[src/rtl/jzjpcc_memory_access.sv]
// Memory stage: issues data-memory requests, stalls upstream during wait states,
// extracts load data and registers the writeback record.
module jzjpcc_memory_access #(
    parameter int MEM_ADDR_MAX_B = 12,
    parameter int TIMEOUT_CYCLES = 255
) (
    input  logic        clock,
    input  logic        reset,
    input  logic        ex_valid,
    input  logic [31:0] ex_alu_result,
    input  logic        ex_mem_read_enable,
    input  logic        ex_mem_write_enable,
    input  logic [31:0] ex_mem_data_to_write,
    input  logic [3:0]  ex_mem_byte_mask,
    input  logic [2:0]  ex_funct3,
    input  logic [4:0]  ex_rd_addr,
    input  logic [1:0]  ex_rd_source,
    input  logic        ex_rd_write_enable,
    output logic        stall,
    output logic        mem_req,
    output logic        mem_we,
    output logic [29:0] mem_addr,
    output logic [31:0] mem_wdata,
    output logic [3:0]  mem_bmask,
    input  logic        mem_ack,
    input  logic [31:0] mem_rdata,
    output logic        wb_valid,
    output logic [4:0]  wb_rd_addr,
    output logic        wb_rd_write_enable,
    output logic [31:0] wb_rd_data,
    output logic        fault,
    output logic [1:0]  fault_cause
);

    localparam logic [7:0] TIMEOUT_LIMIT = 8'(TIMEOUT_CYCLES);

    typedef enum logic {
        IDLE,
        WAIT
    } state_t;

    state_t      state;
    logic [7:0]  wait_count;

    logic        memop;
    logic        misaligned;
    logic        out_of_range;
    logic        static_fault;
    logic        timeout_hit;
    logic        req;
    logic        retire;
    logic        fault_now;
    logic [1:0]  cause_now;
    logic [7:0]  byte_sel;
    logic [15:0] half_sel;
    logic [31:0] load_data;
    logic [31:0] result_data;

    assign memop        = ex_valid & (ex_mem_read_enable | ex_mem_write_enable);
    assign out_of_range = |ex_alu_result[31:MEM_ADDR_MAX_B];
    assign static_fault = memop & (misaligned | out_of_range);
    assign timeout_hit  = (state == WAIT) && (wait_count == TIMEOUT_LIMIT);

    always_comb begin
        misaligned = 1'b0;
        if (ex_funct3[1:0] == 2'b01 && ex_alu_result[0]) begin
            misaligned = 1'b1;
        end
        if (ex_funct3[1:0] == 2'b10 && ex_alu_result[1:0] != 2'b00) begin
            misaligned = 1'b1;
        end
        if (ex_mem_read_enable && (ex_funct3 == 3'b011 || ex_funct3 == 3'b110 || ex_funct3 == 3'b111)) begin
            misaligned = 1'b1;
        end
        if (ex_mem_write_enable && ex_funct3[2]) begin
            misaligned = 1'b1;
        end
    end

    // The timeout cycle drops the request so the stage can retire the abort
    // and let upstream advance; a late ack in that cycle is therefore ignored.
    always_comb begin
        req = 1'b0;
        if (!reset) begin
            case (state)
                IDLE:    req = memop & ~static_fault;
                WAIT:    req = ~timeout_hit;
                default: req = 1'b0;
            endcase
        end
    end

    assign stall     = req & ~mem_ack;
    assign retire    = ex_valid & ~stall;
    assign mem_req   = req;
    assign mem_we    = req & ex_mem_write_enable;
    assign mem_addr  = req ? ex_alu_result[31:2] : 30'd0;
    assign mem_wdata = req ? ex_mem_data_to_write : 32'd0;
    assign mem_bmask = req ? ex_mem_byte_mask : 4'd0;

    always_comb begin
        fault_now = static_fault | timeout_hit;
        cause_now = 2'b00;
        if (timeout_hit) begin
            cause_now = 2'b11;
        end else if (static_fault) begin
            cause_now = misaligned ? 2'b01 : 2'b10;
        end
    end

    always_comb begin
        byte_sel = mem_rdata[{ex_alu_result[1:0], 3'b000} +: 8];
        half_sel = mem_rdata[{ex_alu_result[1], 4'b0000} +: 16];
        case (ex_funct3)
            3'b000:  load_data = {{24{byte_sel[7]}}, byte_sel};
            3'b001:  load_data = {{16{half_sel[15]}}, half_sel};
            3'b100:  load_data = {24'd0, byte_sel};
            3'b101:  load_data = {16'd0, half_sel};
            default: load_data = mem_rdata;
        endcase
        result_data = (ex_rd_source == 2'b01) ? load_data : ex_alu_result;
    end

    // Request FSM plus the writeback register set, which only loads when the
    // stage is not stalling so each instruction retires exactly once.
    always_ff @(posedge clock or posedge reset) begin
        if (reset) begin
            state              <= IDLE;
            wait_count         <= 8'd0;
            wb_valid           <= 1'b0;
            wb_rd_addr         <= 5'd0;
            wb_rd_write_enable <= 1'b0;
            wb_rd_data         <= 32'd0;
            fault              <= 1'b0;
            fault_cause        <= 2'b00;
        end else begin
            case (state)
                IDLE: begin
                    if (req && !mem_ack) begin
                        state      <= WAIT;
                        wait_count <= 8'd1;
                    end
                end
                WAIT: begin
                    if (timeout_hit || mem_ack) begin
                        state      <= IDLE;
                        wait_count <= 8'd0;
                    end else begin
                        wait_count <= wait_count + 8'd1;
                    end
                end
                default: begin
                    state      <= IDLE;
                    wait_count <= 8'd0;
                end
            endcase

            if (retire) begin
                wb_valid           <= 1'b1;
                wb_rd_addr         <= ex_rd_addr;
                wb_rd_write_enable <= ex_rd_write_enable & ~fault_now;
                wb_rd_data         <= result_data;
                fault              <= fault_now;
                fault_cause        <= cause_now;
            end else begin
                wb_valid    <= 1'b0;
                fault       <= 1'b0;
                fault_cause <= 2'b00;
            end
        end
    end

endmodule

[config.mk]
export PLATFORM = sky130hd
export DESIGN_NAME = jzjpcc_memory_access
export DESIGN_NICKNAME = d
export VERILOG_FILES = /design/src/rtl/jzjpcc_memory_access.sv
export SDC_FILE = /design/constraint.sdc
export NUM_CORES = 1
export LEC_CHECK = 0
export ABC_AREA = 0
export CORE_UTILIZATION = 34
export CTS_CLUSTER_DIAMETER = 150
export DETAILED_ROUTE_END_ITERATION = 6
export PLACE_DENSITY = 0.79
export RECOVER_POWER = 50
export SYNTH_ARGS = -nofsm -noshare
export SYNTH_HDL_FRONTEND = slang
export SYNTH_SLANG_ARGS = --single-unit
[constraint.sdc]
create_clock -name clock -period 3.24 [get_ports clock]
set_clock_uncertainty 0.1 [all_clocks]
set_input_delay 0.972 -clock clock [delete_from_list [all_inputs] [get_ports clock]]
set_output_delay 0.972 -clock clock [all_outputs]
set_load 0.01 [all_outputs]
; Word-level counts from Yosys, hierarchy flattened
; Cells that the tools add are included.
[op_classes]
add_sub_neg = 1
eq_ne = 11
n_shift = 2
muxes = 23
bitwise_logic = 16
n_reduce_logical = 13
[ops]
columns = operator, count
row1 = 32-bit one-hot mux with 4 select lines, 1
row2 = 32-bit 2-to-1 mux, 2
row3 = 32-bit by 6-bit indexed part select with 16-bit output, 1
row4 = 32-bit by 6-bit indexed part select with 8-bit output, 1
row5 = 30-bit 2-to-1 mux, 1
row6 = 20-bit OR reduction, 1
row7 = 8-bit 2-to-1 mux, 2
row8 = 8-bit one-hot mux with 2 select lines, 1
row9 = "3-bit equality test, second input constant", 4
row10 = 1-bit 2-to-1 mux, 9
row11 = "8-bit by 1-bit adder with 8-bit output, second input constant", 1
row12 = "8-bit equality test, second input constant", 1
row13 = 2-bit 2-to-1 mux, 4
row14 = 1-bit bitwise AND, 7
row15 = 1-bit logical AND, 6
row16 = 1-bit inverter, 6
row17 = "2-bit by 1-bit equality test with 1-bit output, second input constant", 2
row18 = 4-bit 2-to-1 mux, 1
row19 = 1-bit one-hot mux with 2 select lines, 2
row20 = "3-bit by 1-bit equality test with 1-bit output, second input constant", 1
row21 = "3-bit by 2-bit equality test with 1-bit output, second input constant", 1
row22 = 3-bit zero test, 1
row23 = 1-bit logical OR, 3
row24 = 1-bit OR, 3
row25 = 4 further kinds, 4
[word_totals]
register_bits = 51
in_bits = 117
output_inout_bits = 111
elab_cells = 74

; Longest topological paths before layout
; Gate-level depths: netlist of the first run.
[depth]
depth_word = 16
mapped_depth = 9
depth_no_buf = 7

; Worst setup path before layout of the first run
; Ideal clock, no wire load.
[synth_path]
path_kind = input port to output port
startpoint = input ex_funct3[0]
endpoint = output mem_wdata[10]
arrival_ns = 2.427
required_ns = 2.168
slack_ns = -0.259
cell_stages = 9
n_path_buf = 3
path_cell_list = buf_6 o21ai_1 o21ai_1 a2111oi_2 nor2_1 nor3_2 buf_4 buf_4 and2_1
[synth_between]
elab_chain_cells = 13
elab_cells_between_ends = 21
cone_classes = 5 x eq/ne / 7 x mux / 4 x bitwise / 5 x reduce/logical
[synth_rtl]
columns = item, line_no
row1 = start: declaration, 15  ; input logic [2:0] ex_funct3,
row2 = 2-bit by 1-bit equality test with 1-bit output (tied with other cells), 66  ; if (ex_funct3[1:0] == 2'b01 && ex_alu_result[0]) begin
row3 = 1-bit logical AND / 1-bit logical OR (equally long branches), "66, 72"
row4 = 1-bit 2-to-1 mux / 1-bit logical OR (equally long branches), "66, 72"
row5 = 1-bit 2-to-1 mux / 1-bit logical AND (equally long branches), "69, 72"
row6 = 1-bit 2-to-1 mux *, 72  ; if (ex_mem_read_enable && (ex_funct3 == 3'b011 || ex_funct3 == 3'b110 || ex_funct3 == 3'b111)) begin
row7 = 1-bit 2-to-1 mux *, 75  ; if (ex_mem_write_enable && ex_funct3[2]) begin
row8 = 1-bit OR *, 61  ; assign static_fault = memop & (misaligned | out_of_range);
row9 = 1-bit bitwise AND *, 61
row10 = 1-bit inverter *, 86  ; IDLE: req = memop & ~static_fault;
row11 = 1-bit bitwise AND *, 86
row12 = 1-bit one-hot mux with 2 select lines *, 85  ; case (state)
row13 = 1-bit 2-to-1 mux *, 84  ; if (!reset) begin
row14 = 32-bit 2-to-1 mux *, 98  ; assign mem_wdata = req ? ex_mem_data_to_write : 32'd0;
row15 = end: declaration, 23  ; output logic [31:0] mem_wdata,
; Mark *: on every way between the ends. The rest lies on a longest branch, timed or not.

; Final worst setup path of the first run
[layout_path]
startpoint = input ex_alu_result[21]
endpoint = output mem_addr[8]
[layout_between]
elab_chain_cells = 8
[layout_rtl]
columns = item, line_no
row1 = start: declaration, 10  ; input logic [31:0] ex_alu_result,
row2 = 20-bit OR reduction, 60  ; assign out_of_range = |ex_alu_result[31:MEM_ADDR_MAX_B];
row3 = 1-bit OR, 61
row4 = 1-bit bitwise AND, 61
row5 = 1-bit inverter, 86
row6 = 1-bit bitwise AND, 86
row7 = 1-bit one-hot mux with 2 select lines, 85
row8 = 1-bit 2-to-1 mux, 84
row9 = 30-bit 2-to-1 mux, 97  ; assign mem_addr = req ? ex_alu_result[31:2] : 30'd0;
row10 = end: declaration, 22  ; output logic [29:0] mem_addr,
; No other way between the ends.

==> results of run 1 <==
## state kept, by name, indices dropped and copies added, names as in the netlist
signal / flops
fault: 1
wb_rd_addr: 5
state: 1
wb_valid: 1
wb_rd_write_enable: 1
fault_cause: 2
wb_rd_data: 32
wait_count: 8
## area by class of cell
class	count	area, um2	area share, %
Clock buffer	6	82.58	1.224
Tap cell	133	166.4	2.466
Antenna cell	1	2.502	0.03709
Timing Repair Buffer	295	2855	42.31
Clock inverter	2	38.79	0.5748
Inverter	7	26.28	0.3894
Sequential cell	51	1276	18.91
Multi-Input combinational cell	327	2300	34.08
## per-layer routing
metal	global-route usage [%]	up-vias	routed length, um
met4	8.571	0	425
met5	0	-	0
met1	30.93	1942	5957
met3	5.639	27	967
li1	-	1971	-
met2	47.00	200	7455
## final timing paths
kind	cells past startpoint	from	endpoint
setup / recovery	13	ex_alu_result[21]	mem_addr[8]
hold / removal	1	wb_rd_data[7]$_DFFE_PP0P_	wb_rd_data[7]$_DFFE_PP0P_
setup reg to reg	10	wait_count[1]$_DFFE_PP0P_	wb_rd_data[12]$_DFFE_PP0P_
hold reg to reg	1	wb_rd_data[7]$_DFFE_PP0P_	wb_rd_data[7]$_DFFE_PP0P_
max in group asynchronous	4	reset	wb_rd_data[28]$_DFFE_PP0P_
min in group asynchronous	4	reset	state$_DFF_PP0_
## through the flow
step	power (W)	utilization, %	hold slack (ns)	setup TNS [ns]	area [um2]
floorplan	0.0009768	-	0.3968	-12.86	3592
detailed placement	0.001365	63.00	0.3946	-123.47	6271
global placement	0.001353	63.00	0.3886	-122.33	6271
finish	0.001842	67.79	0.4140	-44.87	6748
global route	0.001933	67.79	0.4327	-48.09	6748
CTS	0.001847	65.81	0.4172	-49.33	6551
## cells by family after synthesis
| logic type | share of synthesized area (%) |
|---|---|
| XOR/XNOR | 1.478 |
| buffers and inverters | 5.667 |
| AND/OR/NAND/NOR | 26.29 |
| AO/OA/AOI/OAI | 15.14 |
| flip-flops | 35.90 |
| multiplexers | 15.17 |
| adder cells (fa/ha/maj) | 0.3519 |
## repair_timing
| item | in CTS | in global routing |
|---|---|---|
| buffers inserted | 12 | 5 |
| cloned | 4 | 3 |
| pin swaps | 16 | 44 |
| resized for setup | 356 | 124 |
| endpoints found under the setup margin | 106 | 69 |
## cell usage after synthesis, drive strengths merged, types with 2 or more instances
| library cell | instances |
|---|---|
| o21a | 2 |
| a31oi | 2 |
| xor2 | 4 |
| nand2b | 2 |
| a21oi | 40 |
| inv | 7 |
| dfrtp | 51 |
| buf | 12 |
| nor3 | 10 |
| nand4 | 5 |
| nor2b | 2 |
| a22oi | 8 |
| nand2 | 31 |
| mux2 | 37 |
| nor4 | 4 |
| nor2 | 55 |
| o22ai | 7 |
| xnor2 | 2 |
| mux2i | 10 |
| nand3 | 6 |
| clkbuf | 19 |
| o21ai | 16 |
| and2 | 67 |
| a22o | 8 |
## where the power goes
part / switching, W / internal, W
clock network: 0.000223 / 0.000254
logic: 0.000266 / 0.000364
registers: 0.0000338 / 0.000700
## worst reg2reg max path: stages, from the launching register on
cell     delay [ns]
dfrtp_1        0.43
ha_1           0.21
nand4_1        0.11
nor2_1         0.11
buf_4          0.17
nor3_1         0.23
o21ai_0        0.20
buf_4          0.17
nand2_2        0.08
buf_12         0.20
mux2_2         0.39
==> results_dict.tcl, run 1 <==
set metrics [dict create \
    place.gp.congestion 0.9078 \
    report.final.setup_viol 69 \
    post-place-ws_ns -1.575 \
    grt_setup_unrepaired "true" \
    pwr_density_cell_nw_per_um2 272.9 \
    path_delay_family "buffers and inverters" \
    floorplan.die.height_um 104.3 \
    boundaryPins 228 \
    critical_path.max_fanout 4 \
    netlist_instances 416 \
    final_cells 822 \
    detailedRoute.firstIterationViolations 209 \
    global_route.overflow_total 0 \
    synth-warning-count 0 \
    design.final.nets 805 \
    seq_area_frac_synth_pct 35.90 \
    dr_total_vias 4140 \
    routed_wirelength_um 14800 \
    required_ns 2.17 \
    grt_max_degree 52 \
    timing.max_slew.rel_slack_pct 13.67 \
    via_per_inst 5.036 \
    crit_path_cell_trace "buf_8 -> nor4_4 -> buf_4 -> nand4_1 -> a2111oi_4 -> nor2_2 -> nor3_4 -> buf_6 -> buf_6 -> buf_16 -> buf_6 -> and2_4 -> buf_6" \
    synth_async_sr_flop_share_pct 100.0 \
    slew_viol_final 0 \
    reg2reg_slack_ns 0.73 \
    synth.lib_cells_used.distinct 40 \
    post_route_cells_drive_above_1_share_pct 38.08 \
    holdBufCountCts 0 \
    port_buffers 227 \
    clkSinkCount 51 \
    synth_enable_flop_cells 0 \
    final_hold_viol_count 0 \
    initial_utilization_pct 35.71 \
    hold_path_class "flop to flop" \
    timing.critical_path.arrival_ns 2.91 \
    timing.final.crit_share_pct 123.0 \
    ir_worst_vdd_v 0.0001844 \
    area_growth_pct 89.83 \
    clkTransAtPathRegs_ns 0.09 \
    mostFrequentLayoutCell "clkdlybuf4s50_1" \
    synthDominantAreaCellType "dfrtp_1" \
    least_margin_pin_slew_ns 1.295 \
    globalRouteTotalUtil_pct 26.21 \
    grt_antenna_before_repair 1 \
    mappedNetlistArea_um2 3555 \
    skew_pair_late_insertion_delay_ns 0.31 \
    post_dr_wirelength_cell_um 18.01 \
    layout.filler_cells 780 \
    detailedPlacementHpwl_um 10690 \
    post_synth_main_area_contributors "dfrtp_1 (36%), and2_1 (12%), mux2_2 (12%)" \
    cts-root-to-sink-buffers 2 \
    num_rows 36 \
    floorplan.die_area_um2 10870 \
    first_pass_grt_wire_length_um 22470 \
    slowest_stage "a2111oi_4" \
    max_freq_mhz 250.9 \
    cts_tree "built" \
    cp-start-kind "input pin" \
    timing.final.ws_setup_ns -0.7462 \
    cp_common_cell "buf_6" \
    leakage_nw 3.040 \
    post-route-drc-count 0 \
    timing.final.crit_period_ns 3.986 \
    floorplan.die.width_um 104.3 \
    final_antenna_net_count 0 \
    failing_checks "negative setup slack" \
    first_global_vias 4248 \
    slowest_delay_ns 0.35 \
    core_area_um2 9955 \
    synth_nets 534 \
    worst_path_class_setup "input pin to output port" \
    dp.cells 794 \
    worst-path-buf-inv 7 \
    yosys_most_used_dff "dfrtp_1" \
    status "complete, but fails checks" \
    cts-buffers-inserted 5 \
    drt_first_pass_iters 4 \
    synth.avg_cell_area_um2 8.545 \
    cts_htree_levels 2 \
    cap_violations 0 \
    clock_tree.root_cell "clkbuf_8" \
    layout.cells.most_common_list "clkdlybuf4s50_1 (131), buf_6 (59), nor2_1 (52)" \
    ys_ff_latch 51 \
    timing.critical_path.to_type "output port" \
    synth.top_cell.area_share_pct 35.90 \
]
Note: power is estimated with default switching activity, not from simulation.
==> inputs of run 2 (changes only) <==
--- a/config.mk
+++ b/config.mk
@@ -9,7 +9,7 @@
 export CORE_UTILIZATION = 34
 export CTS_CLUSTER_DIAMETER = 150
 export DETAILED_ROUTE_END_ITERATION = 6
-export PLACE_DENSITY = 0.79
+export PLACE_DENSITY = 0.76
 export RECOVER_POWER = 50
 export SYNTH_ARGS = -nofsm -noshare
 export SYNTH_HDL_FRONTEND = slang
==> constraint.sdc (replaced) <==
create_clock -name clock -period 3.9 [get_ports clock]
set_clock_uncertainty 0.1 [all_clocks]
set_input_delay 1.17 -clock clock [delete_from_list [all_inputs] [get_ports clock]]
set_output_delay 1.17 -clock clock [all_outputs]
set_load 0.01 [all_outputs]
==> results_dict.tcl, run 2 (synthesis gave the netlist of run 1 again) <==
set metrics [dict create \
    status "complete, but fails checks" \
    failing_checks "negative setup slack" \
    cts-root-to-sink-buffers 2 \
    fin_tns_setup_ns -26.57 \
    clkSinkCount 51 \
    detailedPlacementHpwl_um 10460 \
    post_route_cells_drive_above_1_share_pct 34.65 \
    drt_first_pass_iters 6 \
    timing.final.ws_setup_ns -0.4940 \
    pwr_density_cell_nw_per_um2 224.6 \
    internal_power_w 0.001058 \
    global_route.overflow_total 0 \
    routed_wirelength_um 14520 \
    largest-register "wb_rd_data" \
    leakage_nw 2.952 \
    required_ns 2.63 \
    design.final.nets 802 \
    port_buffers 227 \
    grt_setup_unrepaired "true" \
    cp_common_cell "buf_6" \
    initial_utilization_pct 35.71 \
    first_global_vias 4043 \
    globalRouteTotalUtil_pct 25.98 \
    slowest_delay_ns 0.37 \
    largest_register_ffs 32 \
    slew_viol_final 0 \
    cts_tree "built" \
    reg2reg_slack_ns 1.33 \
    dr_total_vias 4150 \
    max_freq_mhz 227.6 \
    ir_worst_vdd_v 0.0001897 \
    worst-path-buf-inv 7 \
    timing.critical_path.to_type "output port" \
    timing.final.crit_period_ns 4.394 \
    layout.cells.most_common_list "clkdlybuf4s50_1 (111), nor2_1 (53), buf_6 (53)" \
    holdBufCountCts 0 \
    mostFrequentLayoutCell "clkdlybuf4s50_1" \
    timing.critical_path.arrival_ns 3.12 \
    detailedRoute.firstIterationViolations 295 \
    post-route-drc-count 0 \
    timing.max_slew.rel_slack_pct 11.51 \
    final_hold_viol_count 0 \
    area_growth_pct 85.29 \
    worst_path_class_setup "input pin to output port" \
    hold-worst-slack_ns 0.4063 \
    finish.utilization_pct 66.16 \
    floorplan.die_area_um2 10870 \
    crit_path_cell_trace "buf_6 -> nor4_4 -> nand3_2 -> a2111oi_4 -> nor2_2 -> nor3_4 -> buf_6 -> buf_6 -> buf_6 -> buf_6 -> buf_6 -> and2_4 -> buf_6" \
    cts_htree_levels 2 \
    timing.final.crit_share_pct 112.7 \
    power.net_switching_w 0.0004214 \
    path_delay_family "simple AND/OR/NAND/NOR gates" \
    floorplan.die.width_um 104.3 \
    core_area_um2 9955 \
    first_pass_grt_wire_length_um 22200 \
    critical_path.max_fanout 4 \
    place.gp.congestion 0.8766 \
    switching_share_pct 28.49 \
    grt_antenna_before_repair 1 \
    share_seq_of_total_power_pct 41.0 \
    post_dr_wirelength_cell_um 17.75 \
    skew_pair_late_insertion_delay_ns 0.30 \
    boundaryPins 228 \
    top_flop_regs "wb_rd_data (32), wait_count (8), wb_rd_addr (5)" \
    power.share.combinational_pct 34.2 \
    cts-buffers-inserted 5 \
    least_margin_pin_slew_ns 1.327 \
    clock_tree.root_cell "clkbuf_8" \
    floorplan.die.height_um 104.3 \
    cap_violations 0 \
    power.share.clock_pct 24.8 \
    clkTransAtPathRegs_ns 0.09 \
    report.final.setup_viol 69 \
    via_per_inst 5.073 \
    final_antenna_net_count 0 \
    cp-start-kind "input pin" \
    hold_path_class "flop to flop" \
    num_rows 36 \
    grt_max_degree 52 \
    slowest_stage "a2111oi_4" \
]
## run 2: cell types whose count changed in the layout (fill, tap and decap cells not counted), sizes merged
cell and change:
clkbuf -1, clkinvlp +1, dlygate4sd3 +20, clkdlybuf4s50 -20, inv -1, buf -16, dlygate4sd2 -1, clkdlybuf4s15 +14
## run 2: cell type report
class	instances	area [um2]
fill	844	3368
inverter	7	26.28
sequential	51	1276
antenna	1	2.502
clock buffer	5	68.82
clock inverter	2	37.54
tap	133	166.4
timing repair buffer	292	2760
multi-input combinational	327	2248
## run 2: timing repair
action / CTS / global route
endpoints found under the setup margin: 69 / 69
gates resized for setup: 388 / 65
gates cloned: 3 / 1
buffers inserted: 19 / 8
pin swaps: 16 / 20
## run 2: worst paths after layout
path / from / to / cells after the start
min: wb_rd_data[10]$_DFFE_PP0P_ / wb_rd_data[10]$_DFFE_PP0P_ / 1
max in group asynchronous: reset / wb_rd_data[0]$_DFFE_PP0P_ / 4
min reg2reg: wb_rd_data[10]$_DFFE_PP0P_ / wb_rd_data[10]$_DFFE_PP0P_ / 1
max reg2reg: wait_count[0]$_DFFE_PP0P_ / wb_rd_data[11]$_DFFE_PP0P_ / 10
max: ex_alu_result[29] / mem_addr[3] / 13
min in group asynchronous: reset / state$_DFF_PP0_ / 4
## run 2: worst register-to-register path, cell delays in order (launching register included)
cell	delay, ns
dfrtp_1	0.43
ha_1	0.23
nand4_1	0.15
nor2_1	0.13
buf_4	0.18
nor3_1	0.18
o21ai_0	0.20
buf_4	0.18
nand2_2	0.10
buf_12	0.21
mux2_2	0.38
## run 2: per-stage QoR
stage	setup WS [ns]	instance area [um2]	cells	power, W
after detailed placement	-1.218	6147	786	0.001125
final	-0.4940	6586	818	0.001479
after global routing	-0.5687	6586	818	0.001548
after global placement	-1.233	6147	786	0.001118
after floorplan	0.005193	3555	416	0.0008109
after CTS	-0.6669	6365	815	0.001497
## run 2: layer usage
| layer | global-route usage (%) | wire length, um | up-vias |
|---|---|---|---|
| li1 | - | - | 1963 |
| met1 | 30.72 | 5756 | 1940 |
| met2 | 46.52 | 7332 | 214 |
| met3 | 5.201 | 1046 | 33 |
| met4 | 9.082 | 384 | 0 |
| met5 | 0 | 0 | - |
## run 2: power by group through the flow
stage	combinational, W	clock, W	sequential (W)
2_1_floorplan	0.000168	0	0.000643
3_3_place_gp	0.000502	0	0.000616
3_5_place_dp	0.000507	0	0.000618
4_1_cts	0.000512	0.000377	0.000608
5_1_grt	0.000539	0.000395	0.000614
6_report	0.000505	0.000367	0.000607
==> inputs of run 3 (changes only) <==
--- a/config.mk
+++ b/config.mk
@@ -6,11 +6,13 @@
 export NUM_CORES = 1
 export LEC_CHECK = 0
 export ABC_AREA = 0
+export CORE_ASPECT_RATIO = 0.8
 export CORE_UTILIZATION = 34
 export CTS_CLUSTER_DIAMETER = 150
 export DETAILED_ROUTE_END_ITERATION = 6
 export PLACE_DENSITY = 0.76
 export RECOVER_POWER = 50
+export SETUP_SLACK_MARGIN = 0.2
 export SYNTH_ARGS = -nofsm -noshare
 export SYNTH_HDL_FRONTEND = slang
 export SYNTH_SLANG_ARGS = --single-unit
==> results_dict.tcl, run 3 (synthesis gave the netlist of run 1 again) <==
set metrics [dict create \
    status "complete, but fails checks" \
    failing_checks "negative setup slack" \
    detailedPlacementHpwl_um 10460 \
    hold_path_startpoint "wb_rd_data[10]$_DFFE_PP0P_" \
    cts_htree_levels 2 \
    grt_antenna_before_repair 0 \
    detailedRoute.firstIterationViolations 243 \
    fin_tns_setup_ns -29.30 \
    clkTransAtPathRegs_ns 0.07 \
    largest-register "wb_rd_data" \
    layout.cells.most_common_list "clkdlybuf4s50_1 (109), buf_6 (61), nor2_1 (52), buf_4 (52), dfrtp_1 (51)" \
    grt_setup_unrepaired "true" \
    cap_violations 0 \
    globalRouteTotalUtil_pct 25.54 \
    dr_total_vias 4148 \
    skew_pair_late_insertion_delay_ns 0.29 \
    pwr_density_cell_nw_per_um2 231.4 \
    timing.critical_path.arrival_ns 3.25 \
    place_area_um2 6205 \
    timing.final.crit_period_ns 4.520 \
    boundaryPins 228 \
    critical_path.reg2reg.startpoint "wait_count[0]$_DFFE_PP0P_" \
    num_rows 32 \
    cts_tree "built" \
    finish.instance_area_um2 6764 \
    timing.max_slew.rel_slack_pct 12.54 \
    leakage_nw 3.069 \
    critical_path.max_fanout 4 \
    floorplan.die.height_um 93.46 \
    timing.final.ws_setup_ns -0.6201 \
    least_margin_pin_slew_ns 1.312 \
    via_per_inst 5.010 \
    initial_utilization_pct 35.94 \
    required_ns 2.63 \
    post-route-drc-count 0 \
    largest_register_ffs 32 \
    timing.critical_path.to_type "output port" \
    port_buffers 227 \
    worst_path_class_setup "input pin to output port" \
    clock_tree.root_cell "clkbuf_16" \
    setup.worst_path.start "ex_alu_result[12]" \
    design.final.nets 809 \
    cts-root-to-sink-buffers 2 \
    mostFrequentLayoutCell "clkdlybuf4s50_1" \
    routed_wirelength_um 14850 \
    clkSinkCount 51 \
    floorplan.die.width_um 116.3 \
    cp_common_cell "buf_6" \
    cp-start-kind "input pin" \
    post_route_cells_drive_above_1_share_pct 38.01 \
    slowest_stage "a2111oi_4" \
    max_freq_mhz 221.2 \
    final_antenna_net_count 0 \
    cts-buffers-inserted 5 \
    first_global_vias 3976 \
    first_pass_grt_wire_length_um 21110 \
    hold_path_class "flop to flop" \
    holdBufCountCts 0 \
    global_route.overflow_total 0 \
    drt_first_pass_iters 4 \
    layout.filler_cells 802 \
    slowest_delay_ns 0.29 \
    place.gp.congestion 0.8907 \
    top_flop_regs "wb_rd_data (32), wait_count (8), wb_rd_addr (5)" \
    fin_total_pwr_w 0.001565 \
    core_area_um2 9889 \
    report.final.setup_viol 68 \
    floorplan.die_area_um2 10870 \
    area_growth_pct 90.29 \
    crit_path_cell_trace "buf_6 -> nor4_4 -> buf_4 -> nand4_1 -> a2111oi_4 -> nor2_2 -> nor3_4 -> buf_6 -> buf_6 -> buf_6 -> buf_6 -> buf_6 -> buf_6 -> buf_6 -> and2_4 -> buf_6" \
    post_dr_wirelength_cell_um 17.93 \
    finish.utilization_pct 68.40 \
    final_hold_viol_count 0 \
    timing.final.crit_share_pct 115.9 \
    slew_viol_final 0 \
    num_antenna_cells 0 \
    ir_worst_vdd_v 0.0001623 \
    grt_max_degree 52 \
]
## run 3: layout make-up
type / count / area, um2 / area share [%]
clock buffer: 5 / 125.1 / 1.850
sequential: 51 / 1276 / 18.87
tap: 136 / 170.2 / 2.516
timing repair buffer: 299 / 2851 / 42.16
inverter: 7 / 26.28 / 0.3885
clock inverter: 3 / 18.77 / 0.2775
multi-input combinational: 327 / 2296 / 33.94
## run 3: metal layers
metal / global-route usage [%] / routed length [um] / vias to the layer above
li1: - / - / 1979
met5: 0 / 0 / -
met1: 32.30 / 6109 / 1970
met3: 5.703 / 1237 / 13
met2: 44.18 / 7334 / 186
met4: 5.449 / 169 / 0
## run 3: where the power goes
part	switching [W]	internal, W
Combinational	0.000216	0.000291
Sequential	0.0000267	0.000582
Clock	0.000210	0.000239
Total	0.000454	0.00111
## run 3: worst paths after layout
path | slack, ns | endpoint | cells after the start
max | -0.62 | mem_addr[23] | 16
min | 0.40 | wb_rd_data[10]$_DFFE_PP0P_ | 1
max reg2reg | 1.56 | wb_rd_data[28]$_DFFE_PP0P_ | 9
min reg2reg | 0.40 | wb_rd_data[10]$_DFFE_PP0P_ | 1
max in group asynchronous | 1.12 | wb_rd_data[31]$_DFFE_PP0P_ | 4
min in group asynchronous | 1.81 | wait_count[0]$_DFFE_PP0P_ | 4
## run 3: through the flow
stage | instances | setup WS [ns] | hold slack, ns
global placement | 791 | -1.143 | 0.3866
floorplan | 416 | 0.02430 | 0.3968
finish | 828 | -0.6201 | 0.4017
CTS | 811 | -0.5668 | 0.4106
global route | 828 | -0.7091 | 0.4213
detailed placement | 791 | -1.159 | 0.3922
## run 3: worst max-delay path, delay by kind of cell
family                 cells  cell delay [ns]
AOI/OAI and AO/OA          1             0.29
buffers and inverters     10             1.02
and+or+nand+nor            5             0.76
## run 3: timing repair
item                                    CTS  global route
gates resized for setup                 337           132
cloned                                    2             5
pin swaps                                13            34
endpoints found under the setup margin   69            69
buffers inserted                         10            12
